--- src/rtl/pwm_capture_pkg.sv ---
// rtl/pwm_capture_pkg.sv - shared register map and channel state encodings for pwm_capture
package pwm_capture_pkg;

  localparam logic [7:0] CH_STRIDE    = 8'h0C;
  localparam logic [7:0] OFF_CTRL     = 8'h00;
  localparam logic [7:0] OFF_HIGH     = 8'h04;
  localparam logic [7:0] OFF_PERIOD   = 8'h08;
  localparam logic [7:0] ADDR_STATUS  = 8'h60;
  localparam logic [7:0] ADDR_TIMEOUT = 8'h64;

  typedef enum logic [1:0] {
    ST_DIS = 2'd0,
    ST_ARM = 2'd1,
    ST_HI  = 2'd2,
    ST_LO  = 2'd3
  } ch_state_t;

  function automatic logic [7:0] ch_base(input int n);
    return 8'(n) * CH_STRIDE;
  endfunction

endpackage

--- src/rtl/pwm_capture_ch.sv ---
// rtl/pwm_capture_ch.sv - one capture channel: synchroniser, edge detect, measurement FSM
module pwm_capture_ch
  import pwm_capture_pkg::*;
#(
  parameter int SYNC = 2
) (
  input  logic        clk,
  input  logic        res,
  input  logic        enable,
  input  logic [31:0] timeout,
  input  logic        cap_async,
  output logic [31:0] high,
  output logic [31:0] period,
  output logic        valid_set,
  output logic        ovf_set
);

  logic [SYNC-1:0] sync_q;
  logic            prev_q;
  logic            rise;
  logic            fall;

  ch_state_t   state_q, state_d;
  logic [31:0] cnt_q, cnt_d;
  logic [31:0] hcnt_q, hcnt_d;
  logic [31:0] high_d, period_d;
  logic [31:0] cnt_inc;
  logic        timed_out;

  always_ff @(posedge clk) begin
    if (res) begin
      sync_q <= '0;
      prev_q <= 1'b0;
    end else begin
      sync_q <= {sync_q[SYNC-2:0], cap_async};
      prev_q <= sync_q[SYNC-1];
    end
  end

  assign rise = sync_q[SYNC-1] & ~prev_q;
  assign fall = ~sync_q[SYNC-1] & prev_q;

  // Counter saturates rather than wrapping when no timeout is programmed.
  assign cnt_inc   = (cnt_q == 32'hFFFF_FFFF) ? cnt_q : cnt_q + 32'd1;
  assign timed_out = (timeout != 32'd0) && (cnt_q == timeout);

  always_ff @(posedge clk) begin
    if (res) begin
      state_q <= ST_DIS;
      cnt_q   <= '0;
      hcnt_q  <= '0;
      high    <= '0;
      period  <= '0;
    end else begin
      state_q <= state_d;
      cnt_q   <= cnt_d;
      hcnt_q  <= hcnt_d;
      high    <= high_d;
      period  <= period_d;
    end
  end

  always_comb begin
    state_d   = state_q;
    cnt_d     = cnt_q;
    hcnt_d    = hcnt_q;
    high_d    = high;
    period_d  = period;
    valid_set = 1'b0;
    ovf_set   = 1'b0;
    if (!enable) begin
      state_d = ST_DIS;
      cnt_d   = '0;
    end else begin
      case (state_q)
        ST_DIS: begin
          state_d = ST_ARM;
          cnt_d   = '0;
        end
        ST_ARM: begin
          if (rise) begin
            cnt_d   = 32'd1;
            state_d = ST_HI;
          end
        end
        ST_HI: begin
          if (timed_out) begin
            ovf_set = 1'b1;
            cnt_d   = '0;
            state_d = ST_ARM;
          end else begin
            cnt_d = cnt_inc;
            if (fall) begin
              hcnt_d  = cnt_q;
              state_d = ST_LO;
            end
          end
        end
        ST_LO: begin
          if (timed_out) begin
            ovf_set = 1'b1;
            cnt_d   = '0;
            state_d = ST_ARM;
          end else if (rise) begin
            // HIGH and PERIOD land together so software never sees a torn pair.
            high_d    = hcnt_q;
            period_d  = cnt_q;
            valid_set = 1'b1;
            cnt_d     = 32'd1;
            state_d   = ST_HI;
          end else begin
            cnt_d = cnt_inc;
          end
        end
        default: begin
          state_d = ST_DIS;
          cnt_d   = '0;
        end
      endcase
    end
  end

endmodule

--- src/rtl/pwm_capture.sv ---
// rtl/pwm_capture.sv - eight-channel pulse high-time/period capture with register bus and irq
module pwm_capture
  import pwm_capture_pkg::*;
#(
  parameter int NCH  = 8,
  parameter int SYNC = 2
) (
  input  logic           clk,
  input  logic           res,
  input  logic           rd,
  input  logic           wr,
  input  logic [31:0]    addr,
  input  logic [31:0]    data_in,
  input  logic [NCH-1:0] cap_in,
  output logic [31:0]    data_out,
  output logic           irq
);

  logic [7:0]     a8;
  logic [NCH-1:0] en_q;
  logic [NCH-1:0] irq_en_q;
  logic [NCH-1:0] valid_q;
  logic [NCH-1:0] ovf_q;
  logic [31:0]    timeout_q;

  logic [NCH-1:0] valid_set_w;
  logic [NCH-1:0] ovf_set_w;
  logic [31:0]    high_w   [NCH];
  logic [31:0]    period_w [NCH];

  logic           wr_status;
  logic [NCH-1:0] valid_clr;
  logic [NCH-1:0] ovf_clr;
  logic [31:0]    rd_data;
  logic           unused_addr;

  assign a8          = addr[7:0];
  assign unused_addr = ^addr[31:8];

  for (genvar g = 0; g < NCH; g++) begin : g_ch
    pwm_capture_ch #(.SYNC(SYNC)) u_ch (
      .clk       (clk),
      .res       (res),
      .enable    (en_q[g]),
      .timeout   (timeout_q),
      .cap_async (cap_in[g]),
      .high      (high_w[g]),
      .period    (period_w[g]),
      .valid_set (valid_set_w[g]),
      .ovf_set   (ovf_set_w[g])
    );
  end

  assign wr_status = wr && (a8 == ADDR_STATUS);
  assign valid_clr = wr_status ? data_in[NCH-1:0]  : '0;
  assign ovf_clr   = wr_status ? data_in[8 +: NCH] : '0;

  always_ff @(posedge clk) begin
    if (res) begin
      en_q      <= '0;
      irq_en_q  <= '0;
      valid_q   <= '0;
      ovf_q     <= '0;
      timeout_q <= '0;
      data_out  <= '0;
    end else begin
      // A capture event in the same cycle as its W1C wins: set is OR-ed in last.
      valid_q <= (valid_q & ~valid_clr) | valid_set_w;
      ovf_q   <= (ovf_q & ~ovf_clr) | ovf_set_w;
      if (wr) begin
        if (a8 == ADDR_TIMEOUT) timeout_q <= data_in;
        for (int n = 0; n < NCH; n++) begin
          if (a8 == ch_base(n) + OFF_CTRL) begin
            en_q[n]     <= data_in[0];
            irq_en_q[n] <= data_in[1];
          end
        end
      end else if (rd) begin
        data_out <= rd_data;
      end
    end
  end

  always_comb begin
    rd_data = '0;
    if (a8 == ADDR_STATUS) begin
      rd_data[NCH-1:0]  = valid_q;
      rd_data[8 +: NCH] = ovf_q;
    end else if (a8 == ADDR_TIMEOUT) begin
      rd_data = timeout_q;
    end
    for (int n = 0; n < NCH; n++) begin
      if (a8 == ch_base(n) + OFF_CTRL)   rd_data = {30'b0, irq_en_q[n], en_q[n]};
      if (a8 == ch_base(n) + OFF_HIGH)   rd_data = high_w[n];
      if (a8 == ch_base(n) + OFF_PERIOD) rd_data = period_w[n];
    end
  end

  assign irq = |((valid_q | ovf_q) & irq_en_q);

endmodule

--- config.mk ---
export PLATFORM = sky130hd
export DESIGN_NAME = pwm_capture
export DESIGN_NICKNAME = d
export VERILOG_FILES = /design/src/rtl/pwm_capture_pkg.sv /design/src/rtl/pwm_capture_ch.sv /design/src/rtl/pwm_capture.sv
export SDC_FILE = /design/constraint.sdc
export NUM_CORES = 2
export LEC_CHECK = 0
export ABC_CLOCK_PERIOD_IN_PS = 5700
export BUFFER_PORTS_ARGS = -buffer_cell sky130_fd_sc_hd__buf_2
export CORE_MARGIN = 2
export CORE_UTILIZATION = 50
export CTS_BUF_LIST = sky130_fd_sc_hd__clkbuf_16
export CTS_CLUSTER_DIAMETER = 100
export CTS_CLUSTER_SIZE = 28
export DETAILED_ROUTE_END_ITERATION = 10
export PLACE_DENSITY = 0.66
export SLEW_MARGIN = 15
export SYNTH_ARGS = -nofsm -noshare
export SYNTH_HDL_FRONTEND = slang
export SYNTH_SLANG_ARGS = --single-unit
--- constraint.sdc ---
create_clock -name clk -period 5.7 [get_ports clk]
set_input_delay 0 -clock clk [delete_from_list [all_inputs] [get_ports clk]]
set_output_delay 0 -clock clk [all_outputs]
set_load 0.1 [all_outputs]
# Word-level counts from Yosys, hierarchy flattened
# Index checks and enable logic that the tools add are counted.
# totals
register_bits,1160
out_inout_bits,33
# classes
n_eq_ne,81
reduce_logical,62
n_bitwise,57
muxes,173
addsub,8
# ops
cell,n
32-bit 2-to-1 mux,65
32-bit one-hot mux with 4 select lines,8
32-bit by 1-bit adder with 32-bit output (second input constant),8
32-bit == test,8
32-bit == test (second input constant),8
8-bit by 7-bit == test with 1-bit output (second input constant),10
8-bit by 6-bit == test with 1-bit output (second input constant),8
2-bit 2-to-1 mux,32
2-bit one-hot mux with 4 select lines,8
4-bit AND reduction,16
1-bit 2-to-1 mux,56
1-bit inverter,33
2-bit == test (second input constant),16
8-bit by 5-bit == test with 1-bit output (second input constant),4
16-bit 2-to-1 mux,2
32-bit nonzero test,1
2-bit OR reduction,16
8-bit AND,3
3-bit by 1-bit != test with 1-bit output (second input constant),8
8-bit bitwise OR,3
2-bit AND reduction,10
1-bit AND,16
2-bit by 1-bit == test with 1-bit output (second input constant),8
8-bit by 4-bit == test with 1-bit output (second input constant),2
8 further kinds,32

# Logic depth before layout (Yosys ltp)
# logic_depth
word_depth,27
depth_mapped,11
depth_no_buf,8

# Hierarchy
# Synthesis repeated with hierarchy kept, for this count alone.
# hier_totals
hier_cells,7043
area_unflattened_um2,58528.6
# modules_own_cells
module,seq_area_each_um2,area_per_inst_um2,cells_each,n_inst
pwm_capture_ch (g_ch[2].u_ch ...),2662.6,5838.1,636,5
pwm_capture_ch (g_ch[0].u_ch ...),2662.6,6525.0,818,2
pwm_capture,1921.8,10040.9,1522,1
pwm_capture_ch (g_ch[7].u_ch),2662.6,6247.2,705,1

# Least setup slack after synthesis
# OpenSTA, ideal clock, no wires.
# synth_timing
kind,reg-to-reg
start,reg timeout_q[30]
end,reg g_ch[1].u_ch.cnt_q[4]
n_path_buf,3
period_less_slack_ns,2.473
required_ns,5.579
setup_slack_ns,3.227
arrival_ns,2.352
path_stages_with_launch,11
cell_sequence,dfxtp_1 > buf_2 > xor2_1 > nor4_1 > nand4_1 > or4_1 > buf_2 > and3_1 > clkbuf_1 > a31o_1 > mux2_2
# synth_between
elab_chain_len,4
word_cells_on_any_way,6
# synth_lines
item,line_no,source
start: declaration,pwm_capture.sv:24,logic [31:0] timeout_q;
start signal: assignment,pwm_capture.sv:71,if (a8 == ADDR_TIMEOUT) timeout_q <= data_in;
32-bit == test or 32-bit nonzero test (tied branches),pwm_capture_ch.sv:45,assign timed_out = (timeout != 32'd0) && (cnt_q == timeout);
1-bit logical AND *,pwm_capture_ch.sv:45,
32-bit 2-to-1 mux (on tied branches),"pwm_capture_ch.sv:100, pwm_capture_ch.sv:87",
32-bit one-hot mux with 4 select lines *,pwm_capture_ch.sv:75,case (state_q)
end signal: assignment,pwm_capture_ch.sv:56,cnt_q <= cnt_d;
end: declaration,pwm_capture_ch.sv:24,"logic [31:0] cnt_q, cnt_d;"
# Mark *: on every way between the ends. The rest lies on a longest branch, timed or not.
# A chain may end at the register's enable or synchronous reset.

# Final worst setup path
# layout_timing
start,reg timeout_q[15]
end,reg g_ch[7].u_ch.hcnt_q[25]
# layout_between
elab_chain_len,4
word_cells_on_any_way,5
# layout_lines
item,line_no,source
32-bit == test or 32-bit nonzero test (tied branches),pwm_capture_ch.sv:45,
1-bit logical AND *,pwm_capture_ch.sv:45,
1-bit inverter (no source line) *,-,
4-bit AND reduction (no source line) *,-,
end signal: assignment,pwm_capture_ch.sv:57,hcnt_q <= hcnt_d;
end: declaration,pwm_capture_ch.sv:25,"logic [31:0] hcnt_q, hcnt_d;"
# Marked as above.

==> flow_metrics.py <==
metrics = {
    "grt": {
        "gr-usage-met3_pct": 11.09,
        "busiest_layer": "met2",
        "grt.met1_usage_pct": 48.95,
        "grt_antenna_before_repair": 8,
        "grt_overflow_total": 0,
        "number_of_global_route_vias_before_repair": 45590,
        "grt_start_max_net_pins": 87,
        "grt_pass1_wl_um": 302500,
        "track_usage_pct": 35.39,
        "gr-usage-met2_pct": 50.43,
    },
    "cts": {
        "cts_tree": "built",
        "post-cts-setup-buffers": 0,
        "numClockSinks": 1160,
        "h-tree-depth": 2,
        "path_clk_slew_ns": 0.11,
        "clock_tree.buffer_depth": 3,
        "root_buffer": "clkbuf_16",
        "clock_insertion_delay_worst_skew_ns": 0.72,
        "tritoncts.num_buffers": 49,
    },
    "synth": {
        "post-synth-top-area-cell": "dfxtp_1",
        "post_synth_edffs": 0,
        "postSynth.asyncResetShare_pct": 0,
        "syn_nets": 6961,
        "ys_warn_count": 0,
        "synth.distinct_cells": 95,
        "synth-seq-cells": 1160,
        "syn-instance-count": 6877,
        "post_synth.cell_area_avg_um2": 8.066,
        "postSynth.topFlopCell": "dfxtp_1",
        "post_synth_most_frequent_cells": "nand2_1, dfxtp_1, a21oi_1, nor2_1, mux2i_1",
        "mappedNetlistArea_mm2": 0.05547,
        "synthMostInstantiatedCell": "nand2_1",
        "post-synth-top-area-fraction_pct": 41.87,
        "yosys-top-cells-area": "dfxtp_1, nand2_1, mux2i_1",
        "ys_seq_area_share_pct": 41.87,
    },
    "finish": {
        "multi_input_comb_area_mm2": 0.02948,
        "regArea_mm2": 0.02322,
        "final_cell_area_mm2": 0.05837,
        "filler_cells": 10580,
        "area.growth.synth_to_final_pct": 5.224,
        "layout.core_utilization_pct": 52.89,
        "layout.nets": 6684,
        "final_layout_size_suffix_gt1_share_pct": 7.547,
    },
    "sta": {
        "rsz0062_at_grt": "no",
        "fmax_mhz": 210.9,
        "finalWorstSetupSlack_ns": 0.9589,
        "report.final.slew_viol_count": 0,
        "final.period_utilization_pct": 83.18,
        "max-slew-margin-rel_pct": 17.44,
        "endpoints_failing_setup": 0,
        "timing.clock.skew_ns": 0.04203,
        "min_period_ns": 4.741,
        "slew_at_the_pin_with_the_worst_max_slew_slack_ns": 1.227,
        "final_hold_viol_count": 0,
        "setup_tns_after_final_layout_ns": 0,
    },
    "job": {
        "max_cap_check_violation_count": 0,
    },
    "routing": {
        "totalWireLength_um": 207400,
        "antenna_left": 0,
        "drc": 0,
        "first_iter_violations": 6861,
        "vias_per_cell": 6.332,
        "routedWlPerCell_um": 25.60,
        "detail_route.first_pass.iterations": 9,
        "detailroute.via_count": 51300,
    },
    "power": {
        "p_per_area_mw_per_mm2": 220.8,
        "total_leakage_power_nw": 20.18,
        "peakVddDrop_uv": 215.4,
        "power_w": 0.01289,
    },
    "setup_path": {
        "worst_ep_required_time_ns": 6.25,
        "crit_type": "reg -> reg",
        "endpoint_kind_of_the_worst_setup_timing_path": "flop",
        "maximum_net_fanout_on_the_critical_path": 32,
        "timing.critical_path.slowest_cell_delay_ns": 1.15,
        "path_cells": "nor4_1 > nand4_1 > nor2_2 > buf_4 > o41ai_2 > buf_4 > nor4_4 > buf_4 > mux2i_1 > nor2_1",
        "worstSetupStartpointType": "flop",
        "critPathSlowestCell": "nor2_2",
        "critPathMostFrequentCell": "buf_4",
        "timing.critical_path.arrival_ns": 5.29,
    },
    "place": {
        "place.detailed.hpwl_um": 141600,
        "place_area_mm2": 0.05653,
        "port-buffer-count": 84,
        "pre_cts_ws_ns": 1.275,
        "gp_congestion": 0.9966,
    },
    "floorplan": {
        "rows": 122,
        "initial_core_util_pct": 50.26,
        "core_area_mm2": 0.1104,
        "die_height_um": 337.1,
        "die_w_um": 337.1,
        "dieArea_mm2": 0.1136,
        "top_level_ports": 109,
    },
    "hold_path": {
        "hold_path.class": "in -> reg",
    },
    "run_status": {
        "run_status": "complete, no violations",
    },
}
[worst paths after layout]
check,cells past startpoint,from,slack [ns],to
max reg2reg,10,timeout_q[15],0.96,g_ch[7].u_ch.hcnt_q[25]
max,10,timeout_q[15],0.96,g_ch[7].u_ch.hcnt_q[25]
min,3,cap_in[7],0.03,g_ch[7].u_ch.sync_q[0]
min reg2reg,2,g_ch[7].u_ch.hcnt_q[28],0.43,g_ch[7].u_ch.high[28]
[stage by stage]
stage	hold slack [ns]	cells
2_1_floorplan	0.1282	6877
3_3_place_gp	0.2120	7990
3_5_place_dp	0.2146	7990
4_1_cts	0.004772	8100
5_1_grt	0.05439	8100
6_report	0.03278	8102
[routing by layer]
metal / up-vias / share of wire, % / routed length (um)
met3: 461 / 13 / 26520
met4: 10 / 4.9 / 10220
met5: - / 0.034 / 70
met2: 2752 / 41 / 84810
met1: 24700 / 41 / 85810
li1: 23380 / - / -
[cells in the final DEF (no fill, tap or decap), types with 39 or more instances in the layout]
cell,instances
nand2_1,1259
dfxtp_1,1160
a21oi_1,621
nor2_1,605
mux2i_1,432
xor2_1,267
o21ai_0,230
nand3_1,196
buf_4,152
nand4_1,135
a31oi_1,131
nor4_1,94
buf_2,82
nor3_1,71
inv_1,70
and3_1,66
or3_1,60
a21oi_2,51
and2_1,49
o22ai_1,49
clkbuf_16,49
dlygate4sd3_1,47
nor2b_1,42
a22o_1,42
o211ai_1,42
nand2_2,40
a22oi_1,39
[where the power goes]
| group | switching (W) | total, W | internal (W) |
|---|---|---|---|
| Clock | 0.00274 | 0.00438 | 0.00164 |
| Combinational | 0.000302 | 0.000393 | 0.0000915 |
| Sequential | 0.00000607 | 0.00812 | 0.00811 |
| Total | 0.00305 | 0.0129 | 0.00984 |
[cell families after synthesis]
family / share of synthesized area (%)
adder cells (fa/ha/maj): 0.1805
buffers and inverters: 5.332
flip-flops: 41.87
AO/OA/AOI/OAI: 16.64
XOR/XNOR: 4.390
multiplexers: 8.181
AND/OR/NAND/NOR: 23.41
[cell type report]
type	count	share of cell area, %
sequential	1160	39.79
inverter	69	0.4437
timing repair buffer	289	3.730
tap	1488	3.190
clock buffer	49	2.101
clock inverter	14	0.2358
antenna	2	0.008575
multi-input combinational	5031	50.50
[registers in the layout, summed over array words and instances, names as in the netlist]
name / cells
g_ch.u_ch.hcnt_q: 256
g_ch.u_ch.sync_q: 16
timeout_q: 32
g_ch.u_ch.state_q: 16
g_ch.u_ch.prev_q: 8
en_q: 8
ovf_q: 8
g_ch.u_ch.cnt_q: 256
data_out: 32
irq_en_q: 8
valid_q: 8
g_ch.u_ch.period: 256
g_ch.u_ch.high: 256
[timing repair]
action / CTS / global route
hold buffers: 47 / 0
hold endpoints to repair: 124 / 0
resized for setup: 0 / 0
[worst max-delay path, delay by kind of cell, from the launching register on]
kind	cells	cell delay (ns)
mux	1	0.25
buf+inv	3	1.24
simple gates	5	2.43
flops	1	0.50
compound gates	1	0.11
Note: power is estimated with default switching activity, not from simulation.
